$ cat src/rtl/div8_pkg.sv
// Shared types and sizing for the sequential restoring divider.
package div8_pkg;

    localparam int unsigned DIV_WIDTH = 8;

    typedef enum logic [1:0] {
        IDLE,
        RUN,
        DONE
    } div_state_t;

    // Iteration counter width: must hold the value WIDTH.
    function automatic int unsigned cnt_w(input int unsigned w);
        return $clog2(w + 1);
    endfunction

endpackage

$ cat src/rtl/div_scs8.sv
// Combinational subtract-compare-select stage: one restoring-division step.
module div_scs8
    import div8_pkg::*;
#(
    parameter int unsigned WIDTH = DIV_WIDTH
) (
    input  logic [WIDTH-1:0] rin,
    input  logic [WIDTH-1:0] din,
    output logic             q,
    output logic [WIDTH-1:0] rout,
    output logic [WIDTH-1:0] diff
);

    always_comb begin
        diff = rin - din;
        q    = (rin >= din);
        rout = q ? diff : rin;
    end

endmodule

$ cat src/rtl/div8_seq.sv
// Sequential restoring divider: one SCS iteration per clock, MSB first,
// with a registered done pulse and divide-by-zero reporting.
module div8_seq
    import div8_pkg::*;
#(
    parameter int unsigned WIDTH = DIV_WIDTH
) (
    input  logic             drv_clk,
    input  logic             reset,
    input  logic             start,
    input  logic [WIDTH-1:0] dividend,
    input  logic [WIDTH-1:0] divisor,
    output logic             busy,
    output logic             done,
    output logic [WIDTH-1:0] quotient,
    output logic [WIDTH-1:0] remainder,
    output logic             div_by_zero
);

    localparam int unsigned CW = cnt_w(WIDTH);

    div_state_t state, state_nx;

    logic [WIDTH-1:0] r_q;
    logic [WIDTH-1:0] q_q;
    logic [WIDTH-1:0] d_q;
    logic [CW-1:0]    count;

    logic [WIDTH:0]   trial;
    logic             scs_q;
    logic [WIDTH-1:0] scs_rout;
    logic [WIDTH-1:0] scs_diff;
    logic             q_bit;
    logic [WIDTH-1:0] r_next;
    logic             last_iter;

    assign trial = {r_q, q_q[WIDTH-1]};

    div_scs8 #(.WIDTH(WIDTH)) u_scs (
        .rin  (trial[WIDTH-1:0]),
        .din  (d_q),
        .q    (scs_q),
        .rout (scs_rout),
        .diff (scs_diff)
    );

    // A set carry-out bit means the trial value exceeds any WIDTH-bit divisor,
    // so the truncated difference is the exact new remainder.
    always_comb begin
        q_bit     = trial[WIDTH] | scs_q;
        r_next    = trial[WIDTH] ? scs_diff : scs_rout;
        last_iter = (count == CW'(WIDTH - 1));
    end

    always_ff @(posedge drv_clk or posedge reset) begin
        if (reset) state <= IDLE;
        else       state <= state_nx;
    end

    always_comb begin
        state_nx = state;
        case (state)
            IDLE:    if (start) state_nx = (divisor == '0) ? DONE : RUN;
            RUN:     if (last_iter) state_nx = DONE;
            DONE:    state_nx = IDLE;
            default: state_nx = IDLE;
        endcase
    end

    always_ff @(posedge drv_clk or posedge reset) begin
        if (reset) begin
            busy        <= 1'b0;
            done        <= 1'b0;
            quotient    <= '0;
            remainder   <= '0;
            div_by_zero <= 1'b0;
            r_q         <= '0;
            q_q         <= '0;
            d_q         <= '0;
            count       <= '0;
        end else begin
            done <= 1'b0;
            case (state)
                IDLE: begin
                    if (start) begin
                        q_q         <= dividend;
                        d_q         <= divisor;
                        r_q         <= '0;
                        count       <= '0;
                        busy        <= 1'b1;
                        div_by_zero <= 1'b0;
                    end else begin
                        busy <= 1'b0;
                    end
                end
                RUN: begin
                    r_q   <= r_next;
                    q_q   <= {q_q[WIDTH-2:0], q_bit};
                    count <= count + CW'(1);
                end
                DONE: begin
                    done <= 1'b1;
                    busy <= 1'b1;
                    // Divide-by-zero never iterates, so q_q still holds the dividend.
                    if (d_q == '0) begin
                        quotient    <= '1;
                        remainder   <= q_q;
                        div_by_zero <= 1'b1;
                    end else begin
                        quotient  <= q_q;
                        remainder <= r_q;
                    end
                end
                default: ;
            endcase
        end
    end

endmodule

$ cat config.mk
export PLATFORM = sky130hd
export DESIGN_NAME = div8_seq
export DESIGN_NICKNAME = d
export VERILOG_FILES = /design/src/rtl/div8_pkg.sv /design/src/rtl/div_scs8.sv /design/src/rtl/div8_seq.sv
export SDC_FILE = /design/constraint.sdc
export NUM_CORES = 1
export LEC_CHECK = 0
export BUFFER_PORTS_ARGS = -buffer_cell sky130_fd_sc_hd__buf_2
export CAP_MARGIN = 10
export CORE_ASPECT_RATIO = 0.7
export CORE_UTILIZATION = 35
export DETAILED_ROUTE_END_ITERATION = 16
export MAX_ROUTING_LAYER = met4
export REMOVE_ABC_BUFFERS = 1
export SYNTH_ARGS = -nofsm -noshare
export SYNTH_HDL_FRONTEND = slang
export SYNTH_SLANG_ARGS = --single-unit
$ cat constraint.sdc
create_clock -name drv_clk -period 2.7 [get_ports drv_clk]
set_clock_uncertainty 0.1 [all_clocks]
set_input_delay 0.54 -clock drv_clk [delete_from_list [all_inputs] [get_ports drv_clk]]
set_output_delay 0.54 -clock drv_clk [all_outputs]
set_load 0.05 [all_outputs]
==> results of run 1 <==
cell families (layout without fill, tap and decap cells):
group                    Yosys count  count (layout)  share of synthesized area
XOR/XNOR                           2               2                    0.00671
AO/OA/AOI/OAI                     71              71                      0.186
buffers and inverters             30              70                     0.0498
adder cells (fa/ha/maj)           10              10                     0.0508
AND/OR/NAND/NOR                   97              97                      0.175
flip-flops                        49              49                      0.470
multiplexers                      16              16                     0.0618
layout by cell type, fill, tap and decap left out, types with 2 or more instances in the layout:
| master | n |
|---|---|
| nor2_1 | 9 |
| nor2b_1 | 3 |
| nand4_1 | 6 |
| nor4_1 | 4 |
| and2_1 | 3 |
| buf_2 | 37 |
| nor3_1 | 5 |
| clkbuf_8 | 6 |
| dfrtp_1 | 49 |
| ha_1 | 9 |
| a21oi_2 | 2 |
| buf_4 | 10 |
| nand3_1 | 3 |
| o21ai_1 | 4 |
| o311ai_2 | 4 |
| a21oi_1 | 8 |
| nand2b_1 | 5 |
| o21ai_0 | 34 |
| mux2i_1 | 15 |
| xnor2_1 | 2 |
| inv_1 | 14 |
| nand2_1 | 52 |
| a211oi_1 | 2 |
worst reg2reg max path: cells and delay by family (launching register included):
kind / cells / cell delay [ns]
AOI/OAI and AO/OA: 3 / 0.69
adders and majority gates: 2 / 0.60
buffers and inverters: 1 / 0.08
DFF: 1 / 0.39
and+or+nand+nor: 2 / 0.45
how the worst max path moves through the flow:
stage / startpoint / to / slack [ns]
2_1_floorplan: q_q[7]$_DFFE_PP0P_ / r_q[5]$_DFFE_PP0P_ / 0.38
3_3_place_gp: q_q[7]$_DFFE_PP0P_ / r_q[5]$_DFFE_PP0P_ / 0.39
3_5_place_dp: q_q[7]$_DFFE_PP0P_ / r_q[5]$_DFFE_PP0P_ / 0.33
4_1_cts: q_q[7]$_DFFE_PP0P_ / r_q[5]$_DFFE_PP0P_ / 0.29
5_1_grt: q_q[7]$_DFFE_PP0P_ / r_q[5]$_DFFE_PP0P_ / 0.16
6_report: q_q[7]$_DFFE_PP0P_ / r_q[5]$_DFFE_PP0P_ / 0.28
final cells by class:
| class | count | area (sq um) |
|---|---|---|
| multi-input cells | 196 | 1260 |
| well taps | 94 | 118 |
| fillers | 662 | 3940 |
| clock buffers | 6 | 82.6 |
| repair buffers | 47 | 260 |
| flip-flops and latches | 49 | 1230 |
| clock inverters | 2 | 37.5 |
| inverters | 15 | 56.3 |
registers in the layout, summed over array words and instances (netlist names):
signal and flops:
busy 1, count 4, d_q 8, div_by_zero 1, done 1, q_q 8, quotient 8, r_q 8
remainder 8, state 2
through the flow:
step	hold slack [ns]	instance area, sq um	worst slack (ns)	power [W]
floorplan	0.372	2540	0.383	0.00323
global placement	0.347	2920	0.385	0.00386
detailed placement	0.352	2920	0.326	0.00390
CTS	0.311	3040	0.289	0.00445
global route	0.353	3040	0.158	0.00477
finish	0.291	3040	0.284	0.00442
synth_stat cells, types with 3 or more instances:
library cell and count:
dfrtp_1 49, a21oi_1 8, o21ai_0 34, inv_1 15, nor2_1 9, nor2b_1 3, nor3_1 5, nand2b_1 5
and2_1 3, clkbuf_1 8, nand2_1 52, nand3_1 3, ha_1 9, nor4_1 4, o311ai_2 4, mux2i_1 15
nand4_1 6, buf_2 5, o21ai_1 4
layer usage:
layer	wire length, um	vias to the layer above
met5	0	-
met4	63	0
met3	264	8
met2	2260	50
met1	3150	950
li1	-	1038
power by group:
part / internal [W] / switching (W)
combinational: 0.000952 / 0.00161
sequential: 0.00106 / 0.000250
clock: 0.000301 / 0.000242
==> results_dict.tcl, run 1 <==
set metrics [dict create \
    status "complete, no violations" \
    cts.repair.resized 0 \
    clock-sinks 49 \
    die_x_um 105 \
    fmaxAchievable_mhz 414 \
    ant_nets 0 \
    drv_slew 0 \
    dp_cells 401 \
    syn_area_sq_um 2610 \
    end_kind "flop" \
    nets 343 \
    yosysTopAreaCell "dfrtp_1" \
    crit_buf_inv 1 \
    cp_top_family "compound AO/OA/AOI/OAI gates" \
    period_needed_ns 2.42 \
    crit_cells 8 \
    grt.busiest_layer "met1" \
    hold_buffers 0 \
    routed_wl_mm 5.73 \
    area_growth_pct 16.4 \
    drcViolationCount 0 \
    setup_tns_ns 0 \
    leakage_nw 1.47 \
    synth_warnings 0 \
    core-area_sq_um 6980 \
    ys_seq_area_frac 0.470 \
    syn-instance-count 275 \
    r2r_start "q_q[7]$_DFFE_PP0P_" \
    stdcell_count 409 \
    hold_viol 0 \
    grt_antenna_before_repair 0 \
    htreeDepth 2 \
    worst_pin_slew_ns 0.727 \
    dp_hpwl_mm 4.37 \
    antennaDiodeCount 0 \
    grtUsageTotal 0.168 \
    synth_edf_count 0 \
    period_share 0.895 \
    powerDensity_nw_per_um2 1450 \
    io_pins 38 \
    use_met2 0.236 \
    ys_dominant_reg_cell "dfrtp_1" \
    rsz0062_at_grt "false" \
    ctsRootBufferMaster "clkbuf_8" \
    path_clk_slew_ns 0.10 \
    grt_max_degree 50 \
    slew_headroom 0.516 \
    clk_latency_ns 0.30 \
    crit_chain "inv_1 > ha_1 > fa_1 > nand2b_1 > a21oi_2 > o21ai_1 > and2_4 > a311o_1" \
    synth.top_cell.area_share 0.470 \
    grt-ovfl-total 0 \
    rrSetupSlack_ns 0.28 \
    cp_slowest_cell "dfrtp_1" \
    hp-class "in -> async" \
    first_global_vias 1978 \
    die-area_sq_um 7820 \
    avgSynthCellArea_sq_um 9.50 \
    dr_total_vias 2046 \
    start_util 0.374 \
    crit_path_max_incr_delay_ns 0.39 \
    reg2regPathDepth 8 \
    grt_pass1_wl_mm 9.88 \
    rows 25 \
    drtIter0Drc 134 \
    place.gp.congestion 0.847 \
    port_buffers 37 \
    fin_util 0.436 \
    cp.arrival_ns 2.49 \
    viasPerCell 5.00 \
    clockBufferDepth 2 \
    synthTopCellsByArea "dfrtp_1 47%, nand2_1 7.5%, o21ai_0 6.5%, mux2i_1 5.7%, ha_1 4.3%" \
    critical_path_required_ns 2.78 \
    fp.dieH_um 74.3 \
    firstDrtPassIters 4 \
    final-setup-viol-count 0 \
    drive_above_1_share 0.232 \
    routedWlPerCell_um 14.0 \
    vdd_ir_drop_max_mv 0.749 \
    critPathKind "reg -> reg" \
    grt_use_met3 0.0324 \
    startpoint_type "flop" \
    synth_cell_types 49 \
    post_cts_buffers 0 \
    cts_tree "done" \
    met1_usage 0.247 \
    synth_seq_cells 49 \
    cts_buffers 5 \
    rr_endpoint "r_q[5]$_DFFE_PP0P_" \
    path_max_fanout 7 \
    cap_violations 0 \
    synthArstFlopShare 1.00 \
]
Note: power is estimated with default switching activity, not from simulation.
==> inputs of run 2 (changes only) <==
CORE_MARGIN = 4   (was not set)
GPL_ROUTABILITY_DRIVEN = 0   (was not set)
==> run 2 against run 1 <==
Against the previous run:
- final cell count increased by 0.73%
- worst hold slack worse by 0.19 ns
- non-clock buffer count decreased by 1
- register-to-register slack improved by 0.04 ns
- via count is 1.5% higher
- routed wire length rose by 4.2%
- sequential power is essentially flat
- clock power is 0.7% higher
- global-route usage is 2.3 points lower
- critical path type unchanged
- largest power group unchanged
- highest routed layer unchanged
==> results_dict.tcl, run 2 (synthesis results as in run 1) <==
set metrics [dict create \
    finalInstanceArea_sq_um 3030 \
    routedWlPerCell_um 14.5 \
    fp.dieH_um 80.3 \
    clk_latency_ns 0.30 \
    post_cts_buffers 0 \
    ctsRootBufferMaster "clkbuf_8" \
    firstDrtPassIters 4 \
    htreeDepth 2 \
    vdd_ir_drop_max_mv 0.627 \
    nets 342 \
    clock-sinks 49 \
    viasPerCell 5.04 \
    hold_viol 0 \
    cp_top_family "adder cells" \
    cts_tree "done" \
    dp_hpwl_mm 4.60 \
    routed_wl_mm 5.97 \
    place_ws_ns 0.376 \
    dp_cells 404 \
    start_util 0.358 \
    stdcell_count 412 \
    final-setup-viol-count 0 \
    rrSetupSlack_ns 0.32 \
    crit_chain "inv_1 > ha_1 > fa_1 > nand2b_1 > a21oi_2 > o21ai_1 > buf_4 > and3b_1 > o31ai_2" \
    cp.arrival_ns 2.48 \
    port_buffers 37 \
    cp_slowest_cell "dfrtp_1" \
    grt_antenna_before_repair 0 \
    cap_violations 0 \
    grt-ovfl-total 0 \
    leakage_nw 1.47 \
    critPathKind "reg -> reg" \
    worst_pin_slew_ns 0.850 \
    hold_buffers 0 \
    first_global_vias 2011 \
    area_growth_pct 16.1 \
    core-area_sq_um 7290 \
    critical_path_required_ns 2.80 \
    placed_area_sq_um 2920 \
    path_max_fanout 10 \
    ant_nets 0 \
    rows 26 \
    clockBufferDepth 2 \
    die-area_sq_um 8930 \
    period_needed_ns 2.38 \
    period_share 0.881 \
    crit_buf_inv 2 \
    crit_path_max_incr_delay_ns 0.40 \
    cts_buffers 5 \
    drive_above_1_share 0.226 \
    path_clk_slew_ns 0.09 \
    io_pins 38 \
    fmaxAchievable_mhz 420 \
    fill_cells 759 \
    slew_headroom 0.433 \
    hp-class "in -> async" \
    powerDensity_nw_per_um2 1460 \
    setup_tns_ns 0 \
    startpoint_type "flop" \
    status "complete, no violations" \
    grt_max_degree 33 \
    drtIter0Drc 97 \
    cts.repair.resized 0 \
    setup_ws_ns 0.322 \
    antennaDiodeCount 0 \
    final_cell_mix "52 x nand2_1, 49 x dfrtp_1, 37 x buf_2" \
    drcViolationCount 0 \
    final_common_cell "nand2_1" \
    drv_slew 0 \
    dr_total_vias 2077 \
    die_x_um 111 \
    end_kind "flop" \
    grtUsageTotal 0.145 \
    rsz0062_at_grt "false" \
    grt_pass1_wl_mm 10.1 \
]
[run 2: final cells by class]
| type | instances | area [sq um] | area share |
|---|---|---|---|
| Clock buffer | 7 | 86.3 | 0.0285 |
| Clock inverter | 1 | 30.0 | 0.00990 |
| Inverter | 15 | 56.3 | 0.0186 |
| Multi-Input combinational cell | 196 | 1260 | 0.415 |
| Sequential cell | 49 | 1230 | 0.404 |
| Tap cell | 98 | 123 | 0.0404 |
| Timing Repair Buffer | 46 | 253 | 0.0833 |
[run 2: final timing paths]
path                                           endpoint                     from  depth (start not counted)
worst max register to register       r_q[6]$_DFFE_PP0P_       q_q[7]$_DFFE_PP0P_                          9
min in group drv_clk            quotient[2]$_DFFE_PP0P_  quotient[2]$_DFFE_PP0P_                          2
worst max-delay path                 r_q[6]$_DFFE_PP0P_       q_q[7]$_DFFE_PP0P_                          9
worst min register to register  quotient[2]$_DFFE_PP0P_  quotient[2]$_DFFE_PP0P_                          2
max in group asynchronous            r_q[7]$_DFFE_PP0P_                    reset                          3
worst min-delay path               count[2]$_DFFE_PP0P_                    reset                          2
[run 2: power breakdown]
part | total [W] | switching, W | leakage, nW | internal (W)
sequential | 0.00132 | 0.000252 | 0.620 | 0.00106
clock | 0.000547 | 0.000244 | 0.0585 | 0.000302
combinational | 0.00257 | 0.00162 | 0.790 | 0.000945
total | 0.00443 | 0.00212 | 1.47 | 0.00231
[run 2: per-layer routing]
layer	share of wire	routed length, um	track usage
met5	0	0	-
met2	0.41	2440	0.209
met1	0.52	3130	0.207
met4	0.014	83	0.0365
met3	0.053	317	0.0331
[run 2: metrics by stage]
stage	total power [W]	hold WS [ns]	utilization
finish	0.00443	0.103	0.416
global route	0.00480	0.122	0.416
CTS	0.00445	0.108	0.416
detailed placement	0.00391	0.351	0.400
global placement	0.00385	0.346	0.400
floorplan	0.00323	0.372	-
==> inputs of run 3 (changes only) <==
CORE_UTILIZATION = 27   (was 35)
==> run 3 against run 2 <==
Against the previous run:
- first-iteration DRC count rose by 16%
- sequential power about the same
- fmax up 2.8%
- design area up 1.7%
- global-route usage fell by 3.1 points
- critical path type unchanged
- largest cell class unchanged
- clock-buffer cell count fell by 1
- register-to-register slack improved by 0.06 ns
- total power is 1.1% higher
- non-clock buffer count down 1
- worst setup slack gained 0.064 ns
- critical endpoint unchanged
- final cell count is 6.1% higher
- via count down 0.63%
==> results_dict.tcl, run 3 (synthesis results as in run 1) <==
set metrics [dict create \
    period_needed_ns 2.31 \
    hold_buffers 0 \
    crit_chain "inv_1 > ha_1 > fa_1 > nand2b_1 > a21oi_2 > o21ai_1 > buf_4 > and3b_1 > o31ai_2" \
    htreeDepth 2 \
    end_kind "flop" \
    die_x_um 126 \
    p_clk_frac 0.136 \
    cp_slowest_cell "fa_1" \
    status "complete, no violations" \
    grt-ovfl-total 0 \
    p_sw_frac 0.476 \
    ctsRootBufferMaster "clkbuf_16" \
    start_util 0.282 \
    cts.repair.resized 0 \
    worst_pin_slew_ns 0.854 \
    grt_max_degree 50 \
    firstDrtPassIters 4 \
    power_frac_comb 0.571 \
    first_global_vias 2028 \
    clock-sinks 49 \
    dp_hpwl_mm 4.59 \
    finalInstanceArea_sq_um 3090 \
    critPathKind "reg -> reg" \
    fp.dieH_um 90.3 \
    powerDensity_nw_per_um2 1450 \
    grt_pass1_wl_mm 10.3 \
    antennaDiodeCount 0 \
    fmaxAchievable_mhz 432 \
    core-area_sq_um 9250 \
    p_sw_w 0.00213 \
    grtUsageTotal 0.115 \
    rows 29 \
    placed_area_sq_um 2940 \
    clockBufferDepth 2 \
    dp_cells 429 \
    path_max_fanout 10 \
    post_cts_buffers 0 \
    hp-class "in -> async" \
    slew_headroom 0.431 \
    hold_viol 0 \
    period_share 0.857 \
    p_int_w 0.00235 \
    drcViolationCount 0 \
    area_growth_pct 18.2 \
    dr_total_vias 2064 \
    setup_tns_ns 0 \
    final_common_cell "nand2_1" \
    startpoint_type "flop" \
    io_pins 38 \
    viasPerCell 4.72 \
    drv_slew 0 \
    die-area_sq_um 11300 \
    port_buffers 37 \
    crit_path_max_incr_delay_ns 0.40 \
    cts_buffers 5 \
    leakage_nw 1.47 \
    cap_violations 0 \
    cp.arrival_ns 2.42 \
    nets 341 \
    vdd_ir_drop_max_mv 0.598 \
    clk_latency_ns 0.29 \
    final_cell_mix "52 x nand2_1, 49 x dfrtp_1, 37 x buf_2" \
    p_seq_frac 0.293 \
    drtIter0Drc 113 \
    rsz0062_at_grt "false" \
    path_clk_slew_ns 0.06 \
    critical_path_required_ns 2.80 \
    routedWlPerCell_um 13.5 \
    routed_wl_mm 5.92 \
    stdcell_count 437 \
    cts_tree "done" \
    grt_antenna_before_repair 0 \
    drive_above_1_share 0.224 \
    ant_nets 0 \
    final-setup-viol-count 0 \
]
==> run 3: worst max-delay path: cells and delay by family (launching register included) <==
kind	cells	cell delay (ns)
and+or+nand+nor	2	0.39
DFF	1	0.38
adders and majority gates	2	0.62
AOI/OAI and AO/OA	3	0.47
buffers and inverters	2	0.25
==> run 3: final timing paths <==
path	from	endpoint	slack, ns	depth (start not counted)
setup / recovery	q_q[7]$_DFFE_PP0P_	r_q[6]$_DFFE_PP0P_	0.39	9
min in group drv_clk	quotient[1]$_DFFE_PP0P_	quotient[1]$_DFFE_PP0P_	0.36	2
max in group asynchronous	reset	d_q[5]$_DFFE_PP0P_	1.78	3
hold reg to reg	quotient[1]$_DFFE_PP0P_	quotient[1]$_DFFE_PP0P_	0.36	2
setup reg to reg	q_q[7]$_DFFE_PP0P_	r_q[6]$_DFFE_PP0P_	0.39	9
hold / removal	reset	remainder[0]$_DFFE_PP0P_	0.30	3
==> run 3: through the flow <==
step	hold slack [ns]	power, W	setup slack (ns)	util
2_1_floorplan	0.372	0.00323	0.383	-
3_3_place_gp	0.347	0.00383	0.484	0.318
3_5_place_dp	0.351	0.00388	0.413	0.318
4_1_cts	0.333	0.00451	0.388	0.333
5_1_grt	0.377	0.00488	0.229	0.333
6_report	0.297	0.00448	0.386	0.333
==> run 3: layout make-up <==
| cell class | count | area, sq um |
|---|---|---|
| Fill cell | 972 | 6170 |
| Multi-Input combinational cell | 196 | 1260 |
| Sequential cell | 49 | 1230 |
| Timing Repair Buffer | 45 | 245 |
| Tap cell | 124 | 155 |
| Clock buffer | 6 | 129 |
| Inverter | 15 | 56.3 |
| Clock inverter | 2 | 15.0 |
==> run 3: power groups by stage <==
stage                     registers, W  clock network [W]  logic, W
after global placement         0.00132                  0   0.00251
after CTS                      0.00132           0.000628   0.00256
after detailed placement       0.00133                  0   0.00255
final                          0.00131           0.000607   0.00256
after floorplan                0.00166                  0   0.00156
after global routing           0.00137           0.000663   0.00285
==> run 3: layer usage <==
layer / GRT usage / share of wire
met3: 0.0343 / 0.045
met1: 0.176 / 0.56
met4: 0.0162 / 0.0059
met2: 0.150 / 0.39
met5: - / 0
